--- src/rtl/fetch_prefetch_queue_pkg.sv ---
// Shared definitions for the instruction prefetch queue: word width, FSM encodings and the
// {pc, inst} entry type buffered between fetch and decode.
package fetch_prefetch_queue_pkg;

    localparam int unsigned XLEN = 32;

    localparam logic [1:0] StIdle    = 2'd0;
    localparam logic [1:0] StReq     = 2'd1;
    localparam logic [1:0] StDiscard = 2'd2;

    typedef struct packed {
        logic [XLEN-1:0] pc;
        logic [XLEN-1:0] inst;
    } fetch_entry_t;

endpackage

--- src/rtl/fetch_prefetch_queue_if.sv ---
// Memory fetch port, redirect input and decode-side handshake of the prefetch queue.
// "master" is the prefetch queue itself; "slave" is the surrounding memory/decode/execute logic.
interface fetch_prefetch_queue_if
    import fetch_prefetch_queue_pkg::*;
#(
    parameter int unsigned DEPTH = 4
);
    localparam int unsigned CntW = $clog2(DEPTH) + 1;

    logic            imem_req;
    logic [XLEN-1:0] imem_addr;
    logic            imem_ack;
    logic [XLEN-1:0] imem_rdata;
    logic            redirect;
    logic [XLEN-1:0] redirect_pc;
    logic            out_valid;
    logic            out_ready;
    logic [XLEN-1:0] out_inst;
    logic [XLEN-1:0] out_pc;
    logic [CntW-1:0] count;

    modport master (
        output imem_req, imem_addr, out_valid, out_inst, out_pc, count,
        input  imem_ack, imem_rdata, redirect, redirect_pc, out_ready
    );

    modport slave (
        input  imem_req, imem_addr, out_valid, out_inst, out_pc, count,
        output imem_ack, imem_rdata, redirect, redirect_pc, out_ready
    );

endinterface

--- src/rtl/fetch_prefetch_queue_fifo.sv ---
// First-word-fall-through FIFO of {pc, inst} entries with synchronous flush.
// Callers guarantee no push when full and no pop when empty.
module fetch_prefetch_queue_fifo
    import fetch_prefetch_queue_pkg::*;
#(
    parameter int unsigned DEPTH = 4
) (
    input  logic                       clk,
    input  logic                       rst,
    input  logic                       clear,
    input  logic                       push,
    input  logic                       pop,
    input  fetch_entry_t               wdata,
    output fetch_entry_t               rdata,
    output logic [$clog2(DEPTH):0]     count
);
    localparam int unsigned PtrW = $clog2(DEPTH);
    localparam int unsigned CntW = PtrW + 1;

    fetch_entry_t    mem [DEPTH];
    logic [PtrW-1:0] wr_ptr_q, rd_ptr_q;
    logic [CntW-1:0] count_q;

    always_ff @(posedge clk) begin
        if (push) begin
            mem[wr_ptr_q] <= wdata;
        end
    end

    // Pointers wrap naturally because DEPTH is a power of two.
    always_ff @(posedge clk or negedge rst) begin
        if (!rst) begin
            wr_ptr_q <= '0;
            rd_ptr_q <= '0;
            count_q  <= '0;
        end else if (clear) begin
            wr_ptr_q <= '0;
            rd_ptr_q <= '0;
            count_q  <= '0;
        end else begin
            if (push) begin
                wr_ptr_q <= wr_ptr_q + PtrW'(1);
            end
            if (pop) begin
                rd_ptr_q <= rd_ptr_q + PtrW'(1);
            end
            count_q <= count_q + CntW'(push) - CntW'(pop);
        end
    end

    assign rdata = mem[rd_ptr_q];
    assign count = count_q;

endmodule

--- src/rtl/fetch_prefetch_queue.sv ---
// Instruction prefetch stage: issues sequential word fetches, buffers {pc, inst} pairs for decode
// and flushes/restarts on a branch redirect. One memory request is outstanding at a time.
module fetch_prefetch_queue
    import fetch_prefetch_queue_pkg::*;
#(
    parameter int unsigned     DEPTH    = 4,
    parameter logic [XLEN-1:0] RESET_PC = '0
) (
    input logic                    clk,
    input logic                    rst,
    fetch_prefetch_queue_if.master bus
);
    localparam int unsigned CntW = $clog2(DEPTH) + 1;

    logic [1:0]      state_q, state_d;
    logic [XLEN-1:0] fetch_pc_q, fetch_pc_d;
    logic [XLEN-1:0] addr_q, addr_d;
    logic            req_q, req_d;
    logic [XLEN-1:0] target;
    logic [CntW-1:0] count;
    logic            xfer, push, pop, room, room_after_push;
    fetch_entry_t    wdata, head;

    assign target = bus.redirect_pc & ~XLEN'(3);
    assign xfer   = req_q & bus.imem_ack;
    assign pop    = (count != '0) & bus.out_ready & ~bus.redirect;
    assign push   = (state_q == StReq) & xfer & ~bus.redirect;
    assign wdata  = '{pc: fetch_pc_q, inst: bus.imem_rdata};

    // A slot is reserved at issue: only request if the entry will fit after this edge.
    assign room            = 32'(count) < DEPTH + 32'(pop);
    assign room_after_push = 32'(count) + 32'd1 < DEPTH + 32'(pop);

    always_comb begin
        state_d    = state_q;
        fetch_pc_d = fetch_pc_q;
        case (state_q)
            StIdle: begin
                if (bus.redirect) begin
                    fetch_pc_d = target;
                end else if (room) begin
                    state_d = StReq;
                end
            end
            StReq: begin
                if (bus.redirect) begin
                    fetch_pc_d = target;
                    state_d    = xfer ? StReq : StDiscard;
                end else if (xfer) begin
                    fetch_pc_d = fetch_pc_q + XLEN'(4);
                    state_d    = room_after_push ? StReq : StIdle;
                end
            end
            StDiscard: begin
                if (bus.redirect) begin
                    fetch_pc_d = target;
                end
                if (xfer) begin
                    state_d = StReq;
                end
            end
            default: state_d = StIdle;
        endcase
        req_d  = (state_d != StIdle);
        // The abandoned request keeps its address on the bus until memory acknowledges it.
        addr_d = (state_d == StDiscard) ? addr_q : fetch_pc_d;
    end

    always_ff @(posedge clk or negedge rst) begin
        if (!rst) begin
            state_q    <= StIdle;
            fetch_pc_q <= RESET_PC;
            addr_q     <= RESET_PC;
            req_q      <= 1'b0;
        end else begin
            state_q    <= state_d;
            fetch_pc_q <= fetch_pc_d;
            addr_q     <= addr_d;
            req_q      <= req_d;
        end
    end

    fetch_prefetch_queue_fifo #(
        .DEPTH (DEPTH)
    ) u_fifo (
        .clk   (clk),
        .rst   (rst),
        .clear (bus.redirect),
        .push  (push),
        .pop   (pop),
        .wdata (wdata),
        .rdata (head),
        .count (count)
    );

    assign bus.imem_req  = req_q;
    assign bus.imem_addr = addr_q;
    assign bus.out_valid = (count != '0);
    assign bus.out_inst  = head.inst;
    assign bus.out_pc    = head.pc;
    assign bus.count     = count;

endmodule
--- src/flat_wrapper.sv ---
// flat-port wrapper written by rule: the top's interface ports become plain ports
module fetch_prefetch_queue_flat import fetch_prefetch_queue_pkg::*;
#(
    parameter int unsigned     DEPTH    = 4,
    parameter logic [XLEN-1:0] RESET_PC = '0
)
  (clk, rst, bus_imem_req, bus_imem_addr, bus_out_valid, bus_out_inst, bus_out_pc, bus_count, bus_imem_ack, bus_imem_rdata, bus_redirect, bus_redirect_pc, bus_out_ready);
  fetch_prefetch_queue_if #(.DEPTH(DEPTH)) bus_i ();
  input logic clk;
  input logic rst;
  output wire logic [$bits(bus_i.imem_req)-1:0] bus_imem_req;
  output wire logic [$bits(bus_i.imem_addr)-1:0] bus_imem_addr;
  output wire logic [$bits(bus_i.out_valid)-1:0] bus_out_valid;
  output wire logic [$bits(bus_i.out_inst)-1:0] bus_out_inst;
  output wire logic [$bits(bus_i.out_pc)-1:0] bus_out_pc;
  output wire logic [$bits(bus_i.count)-1:0] bus_count;
  input wire logic [$bits(bus_i.imem_ack)-1:0] bus_imem_ack;
  input wire logic [$bits(bus_i.imem_rdata)-1:0] bus_imem_rdata;
  input wire logic [$bits(bus_i.redirect)-1:0] bus_redirect;
  input wire logic [$bits(bus_i.redirect_pc)-1:0] bus_redirect_pc;
  input wire logic [$bits(bus_i.out_ready)-1:0] bus_out_ready;
  assign bus_imem_req = bus_i.imem_req;
  assign bus_imem_addr = bus_i.imem_addr;
  assign bus_out_valid = bus_i.out_valid;
  assign bus_out_inst = bus_i.out_inst;
  assign bus_out_pc = bus_i.out_pc;
  assign bus_count = bus_i.count;
  assign bus_i.imem_ack = bus_imem_ack;
  assign bus_i.imem_rdata = bus_imem_rdata;
  assign bus_i.redirect = bus_redirect;
  assign bus_i.redirect_pc = bus_redirect_pc;
  assign bus_i.out_ready = bus_out_ready;
  fetch_prefetch_queue #(.DEPTH(DEPTH), .RESET_PC(RESET_PC)) u_core (.clk(clk), .rst(rst), .bus(bus_i));
endmodule
--- config.mk ---
export PLATFORM = sky130hd
export DESIGN_NAME = fetch_prefetch_queue_flat
export DESIGN_NICKNAME = d
export VERILOG_FILES = /design/src/rtl/fetch_prefetch_queue_pkg.sv /design/src/rtl/fetch_prefetch_queue_if.sv /design/src/rtl/fetch_prefetch_queue_fifo.sv /design/src/rtl/fetch_prefetch_queue.sv /design/src/flat_wrapper.sv
export SDC_FILE = /design/constraint.sdc
export NUM_CORES = 1
export LEC_CHECK = 0
export BUFFER_PORTS_ARGS = -buffer_cell sky130_fd_sc_hd__buf_4
export CAP_MARGIN = 10
export CORE_MARGIN = 4
export CORE_UTILIZATION = 55
export CTS_BUF_LIST = sky130_fd_sc_hd__clkbuf_16
export DETAILED_ROUTE_END_ITERATION = 8
export PLACE_DENSITY = 0.82
export SLEW_MARGIN = 10
export SYNTH_ARGS = -nofsm -noshare
export SYNTH_HDL_FRONTEND = slang
export SYNTH_HIERARCHICAL = 1
export SYNTH_SLANG_ARGS = --single-unit
--- constraint.sdc ---
create_clock -name clk -period 6.6 [get_ports clk]
set_clock_uncertainty 0.15 [all_clocks]
set_input_delay 0.33 -clock clk [delete_from_list [all_inputs] [get_ports clk]]
set_output_delay 0.33 -clock clk [all_outputs]
set_load 0.1 [all_outputs]
Yosys cells after proc, flatten, opt, wreduce, memory -nomap -nowiden --
Memories as Yosys holds them, arrays and structs flattened. Index checks and enable logic that the tools add are counted.
Word-level totals: bits in registers 74, bits in writable memories 256, word-level logic and storage cells 51, memories 1
Cells by class: $add $sub $neg 7, $lt $le $gt $ge 2, equal/unequal tests 3, mux-type cells 19, bitwise operators 6, reduce and logical (&&, ||, !) cells 6
Memory list:
- u_core.u_fifo.mem | words 4, bits a word 64, rd ports 1, clocked after Yosys merged registers in 0, wr ports 1, line fetch_prefetch_queue_fifo.sv:20 | fetch_entry_t mem [DEPTH];
Operators with widths (count):
- 32-bit two-way mux | 3
- 32-bit one-hot mux with 2 select lines | 1
- 32-bit by 3-bit adder with 32-bit output, second input constant | 1
- 3-bit by 32-bit < comparator with 1-bit output | 1
- 32-bit < comparator | 1
- 2-bit two-way mux | 10
- 2-bit one-hot mux with 3 select lines | 1
- 2-bit nonzero test | 3
- 1-bit AND | 5
- 2-bit by 1-bit adder with 2-bit output, second input constant | 2
- 3-bit by 1-bit adder with 4-bit output, first input constant | 1
- 3-bit by 1-bit adder with 4-bit output, second input constant | 1
- 2-bit == test, second input constant | 2
- 3-bit by 1-bit adder with 3-bit output | 1
- 1-bit two-way mux | 3
- 3-bit two-way mux | 1
- 3-bit nonzero test | 1
- 3-bit by 1-bit subtractor with 3-bit output | 1
- 2-bit by 1-bit == test with 1-bit output, second input constant | 1
- 2-bit zero test | 1
- 2-bit OR reduction | 1
- 1-bit NOT | 1

Longest topological paths before layout --
depth after elaboration 10, depth in mapped cells 11, gate-level depth less buffers 11

By module --
Netlist, hierarchy kept.
Modules (own cells, without submodules):
- fetch_prefetch_queue_fifo | instances 1, cells each 371, area an instance 9681.8 um^2
- fetch_prefetch_queue | instances 1, cells each 485, area an instance 4286.6 um^2

Least setup slack after synthesis --
OpenSTA, ideal clock, no wires.
kind register to register, start register u_core.req_q (netlist: u_core/bus.imem_req), end memory u_core/u_fifo/mem[2][0] (netlist bit) (enable), data arrival time 3.468 ns, slack 2.553 ns, cell stages (with the launch flop) 5, path buffers 1, clock period less this slack 4.047 ns, cells stage by stage dfrtp_1 > nand2_1 > clkbuf_1 > nor3_1 > and2_1
On the way: cells in the longest elaborated chain, start to end 5
Ends and longest elaborated chain:
- start: declaration | line fetch_prefetch_queue.sv:18 | logic req_q, req_d;
- start signal: assignment | line fetch_prefetch_queue.sv:79 | req_q <= req_d;
- 1-bit AND | line fetch_prefetch_queue.sv:25 | assign xfer = req_q & bus.imem_ack;
- 1-bit AND (2 in series) | line fetch_prefetch_queue.sv:27 | assign push = (state_q == StReq) & xfer & ~bus.redirect;
- named net u_core.push | line fetch_prefetch_queue.sv:21 | logic xfer, push, pop, room, room_after_push;
- 1-bit two-way mux | line fetch_prefetch_queue_fifo.sv:25 | if (push) begin
- 1-bit two-way mux (implied by the code) | line fetch_prefetch_queue_fifo.sv:26 | mem[wr_ptr_q] <= wdata;
- end: declaration | line fetch_prefetch_queue_fifo.sv:20
The timed path passes the listed nets, and every way through them passes these cells.

Worst setup path after layout --
start register u_core.req_q (netlist: u_core/bus.imem_req), end memory u_core/u_fifo/mem[3][23] (netlist bit) (enable)
The elaborated chain is that of the path after synthesis.

==> results.toml <==
[clock_tree]
clkSlewWorstSetupHoldPaths_ns = 0.06
cts_root_buffer = "clkbuf_16"
cts_max_level = 2
max-clock-path-buffers = 3
insertion_delay_ns = 0.52
cts_tree = "yes"
postCtsSetupBuffers = 0
cts.sinks = 330
cts_resized = 0
cts-buffers-inserted = 34
cts_hold_buffers = 43

[die]
io_pins = 170
rows = 58
core_um2 = 25100
fp.dieW_um = 167
start_util_pct = 55.6
die_h_um = 167
dieArea_um2 = 28000

[setup_path]
worstPathRequired_ns = 6.62
crit_path_end = "u_core/u_fifo/mem[3][23]"
reg2reg_to = "u_core/u_fifo/mem[3][23]"
reg2reg_from = "u_core/bus.imem_req"
crit_type = "reg2reg"
start_kind = "flop"
ff2ff_path_depth = 4
cp.arrival_ns = 3.52
endpoint_kind = "flop"
timing.critical_path.from = "u_core/bus.imem_req"
r2r_setup_slack_ns = 3.10
worst-path-max-fanout = 41

[timing]
finalCritPeriodShare_pct = 53.1
finalHoldViolCount = 0
rsz0062_at_grt = "false"
setup_violations = 0
tns_ns = 0
relSlewSlack_pct = 30.3
worst_pin_slew_ns = 1.05
post-route-min-period_ns = 3.50
max_freq_ghz = 0.286
drv_slew = 0

[synth]
syn_inst = 856
synth-warning-count = 6
synth.distinct_cells = 72
synth_area_um2 = 14000
synthFlopType = "edfxtp_1"
synth.area.top_cells = "edfxtp_1 55%, dfrtp_1 13%, mux4_2 10%"
yosys.area.top_type = "edfxtp_1"
synth_nets = 935
synth_seq_cells = 330
synth_top_cell_area_share_pct = 55.0
synth_edf_count = 256
syn_area_per_cell_um2 = 16.3
seq_area_frac_synth_pct = 68.3
synthArstFlopShare_pct = 22.4

[power_and_ir_drop]
cellLeakagePower_uw = 0.00610
internal-power_uw = 4370
power_density_nw_per_um2 = 442
p_clk_share_pct = 24.8
switching_share_pct = 41.6
vdd_drop_max_v = 0.000465
combPwrFrac_pct = 36.6
power_switching_uw = 3110
seqPwrFrac_pct = 38.7

[drt]
wl_um = 31700
first_iter_violations = 1067
drcViolationCount = 0
viasPerCell = 6.22
via_count = 8774
post_drt_wl_per_cell_um = 22.5
ant_nets = 0
dr.pass1.iters = 6

[global_routing]
grt_first_pass_wirelength_um = 49500
grt_pass1_vias = 8749
antenna_found_initial = 1
grt_use_met1_pct = 30.7
grtUsageMet2_pct = 36.0
grt_busiest_layer = "met2"
grt_max_degree = 75
grt_usage_pct = 22.3
grt-ovfl-total = 0
grtUsageMet3_pct = 4.77

[status]
status = "finished clean"

[layout]
n_antenna_cell = 0
area_growth_pct = 21.2
fill_cells = 1719
drive_gt1_share_pct = 30.9
layout.cells.most_common = "edfxtp_1"
fin_nets = 1136
final_area_um2 = 16900
final_cell_mix = "256 x edfxtp_1, 175 x buf_4, 72 x dfrtp_1, 64 x mux4_2, 46 x nand2_1"

[hold_path]
hp-class = "in2reg"

[placed_design]
portBuffers = 167
gp_congestion = 0.901
dp_hpwl_um = 19600
place_area_um2 = 15400

[job]
cap_violations = 0
synth_stat cells, types with 8 or more instances:
cell type,number
a21oi_1,30
a31oi_1,8
and2_1,11
buf_1,8
buf_2,12
clkbuf_1,24
dfrtp_1,74
edfxtp_1,256
ha_1,9
inv_1,15
mux2_2,24
mux2i_1,9
mux4_2,64
nand2_1,46
nand2b_1,9
nand3_1,16
nand4_1,13
nor2_1,44
nor3_1,11
nor4_1,9
o21ai_0,24
o22ai_1,9
registers in the layout, summed over array words and instances (netlist names):
name                    count
u_core/u_fifo/mem         256
u_core/bus.imem_addr       32
u_core/fetch_pc_q          32
u_core/u_fifo/count         3
u_core/state_q              2
u_core/u_fifo/rd_ptr_q      2
u_core/u_fifo/wr_ptr_q      2
u_core/bus.imem_req         1
per-stage QoR:
stage	total power [µW]	setup slack (ns)	instances	utilization (%)	hold WS, ns
2_1_floorplan	4980	2.55	856	-	-0.116
3_3_place_gp	5570	3.29	1308	61.4	0.317
3_5_place_dp	5620	3.15	1308	61.4	0.327
4_1_cts	7510	3.06	1411	67.4	0.0295
5_1_grt	7770	2.90	1411	67.4	0.0827
6_report	7480	3.10	1411	67.4	0.0575
area by class of cell:
cell class                 instances  area [µm²]  share of cell area [%]
clock buffer                      34         851                    5.02
multi-input combinational        458        4090                    24.1
tap                              330         413                    2.44
sequential                       330        9540                    56.4
inverter                          15        56.3                   0.332
clock inverter                    26         239                    1.41
timing repair buffer             218        1740                    10.3
how the worst min path moves through the flow:
stage	from	to	slack, ns	cells past startpoint
finish	bus_redirect_pc[30]	u_core/bus.imem_addr[30]	0.06	3
global route	bus_redirect_pc[30]	u_core/bus.imem_addr[30]	0.08	3
CTS	bus_redirect_pc[30]	u_core/bus.imem_addr[30]	0.03	3
detailed placement	u_core/bus.imem_addr[29]	u_core/bus.imem_addr[29]	0.33	2
global placement	u_core/bus.imem_addr[29]	u_core/bus.imem_addr[29]	0.32	2
floorplan	rst	u_core/bus.imem_addr[0]	-0.12	0
worst max-delay path, stage by stage (launching register included):
cell and delay [ns]:
dfrtp_1 0.45, nand2_1 0.33, nor3_1 0.91, and2_4 0.81, buf_4 0.46
routing by layer:
layer | vias to the layer above | part of all wire [%]
met4 | 2 | 3.4
met1 | 4415 | 40
met2 | 445 | 48
li1 | 3832 | -
met3 | 80 | 8.1
met5 | - | 0.022
cells by family after synthesis:
family	share of synthesized area (%)
AOI/OAI and AO/OA	7.11
xor gates and xnor gates	0.475
adders and majority gates	1.02
buffers and inverters	2.53
DFF	68.3
muxes	13.0
and+or+nand+nor	7.60
power by group through the flow:
stage               combinational (µW)  clock (µW)  sequential [µW]
floorplan                         1500           0             3480
global placement                  2670           0             2910
detailed placement                2690           0             2930
CTS                               2720        1890             2890
global route                      2850        1990             2930
finish                            2730        1850             2890
Note: power is estimated with default switching activity, not from simulation.
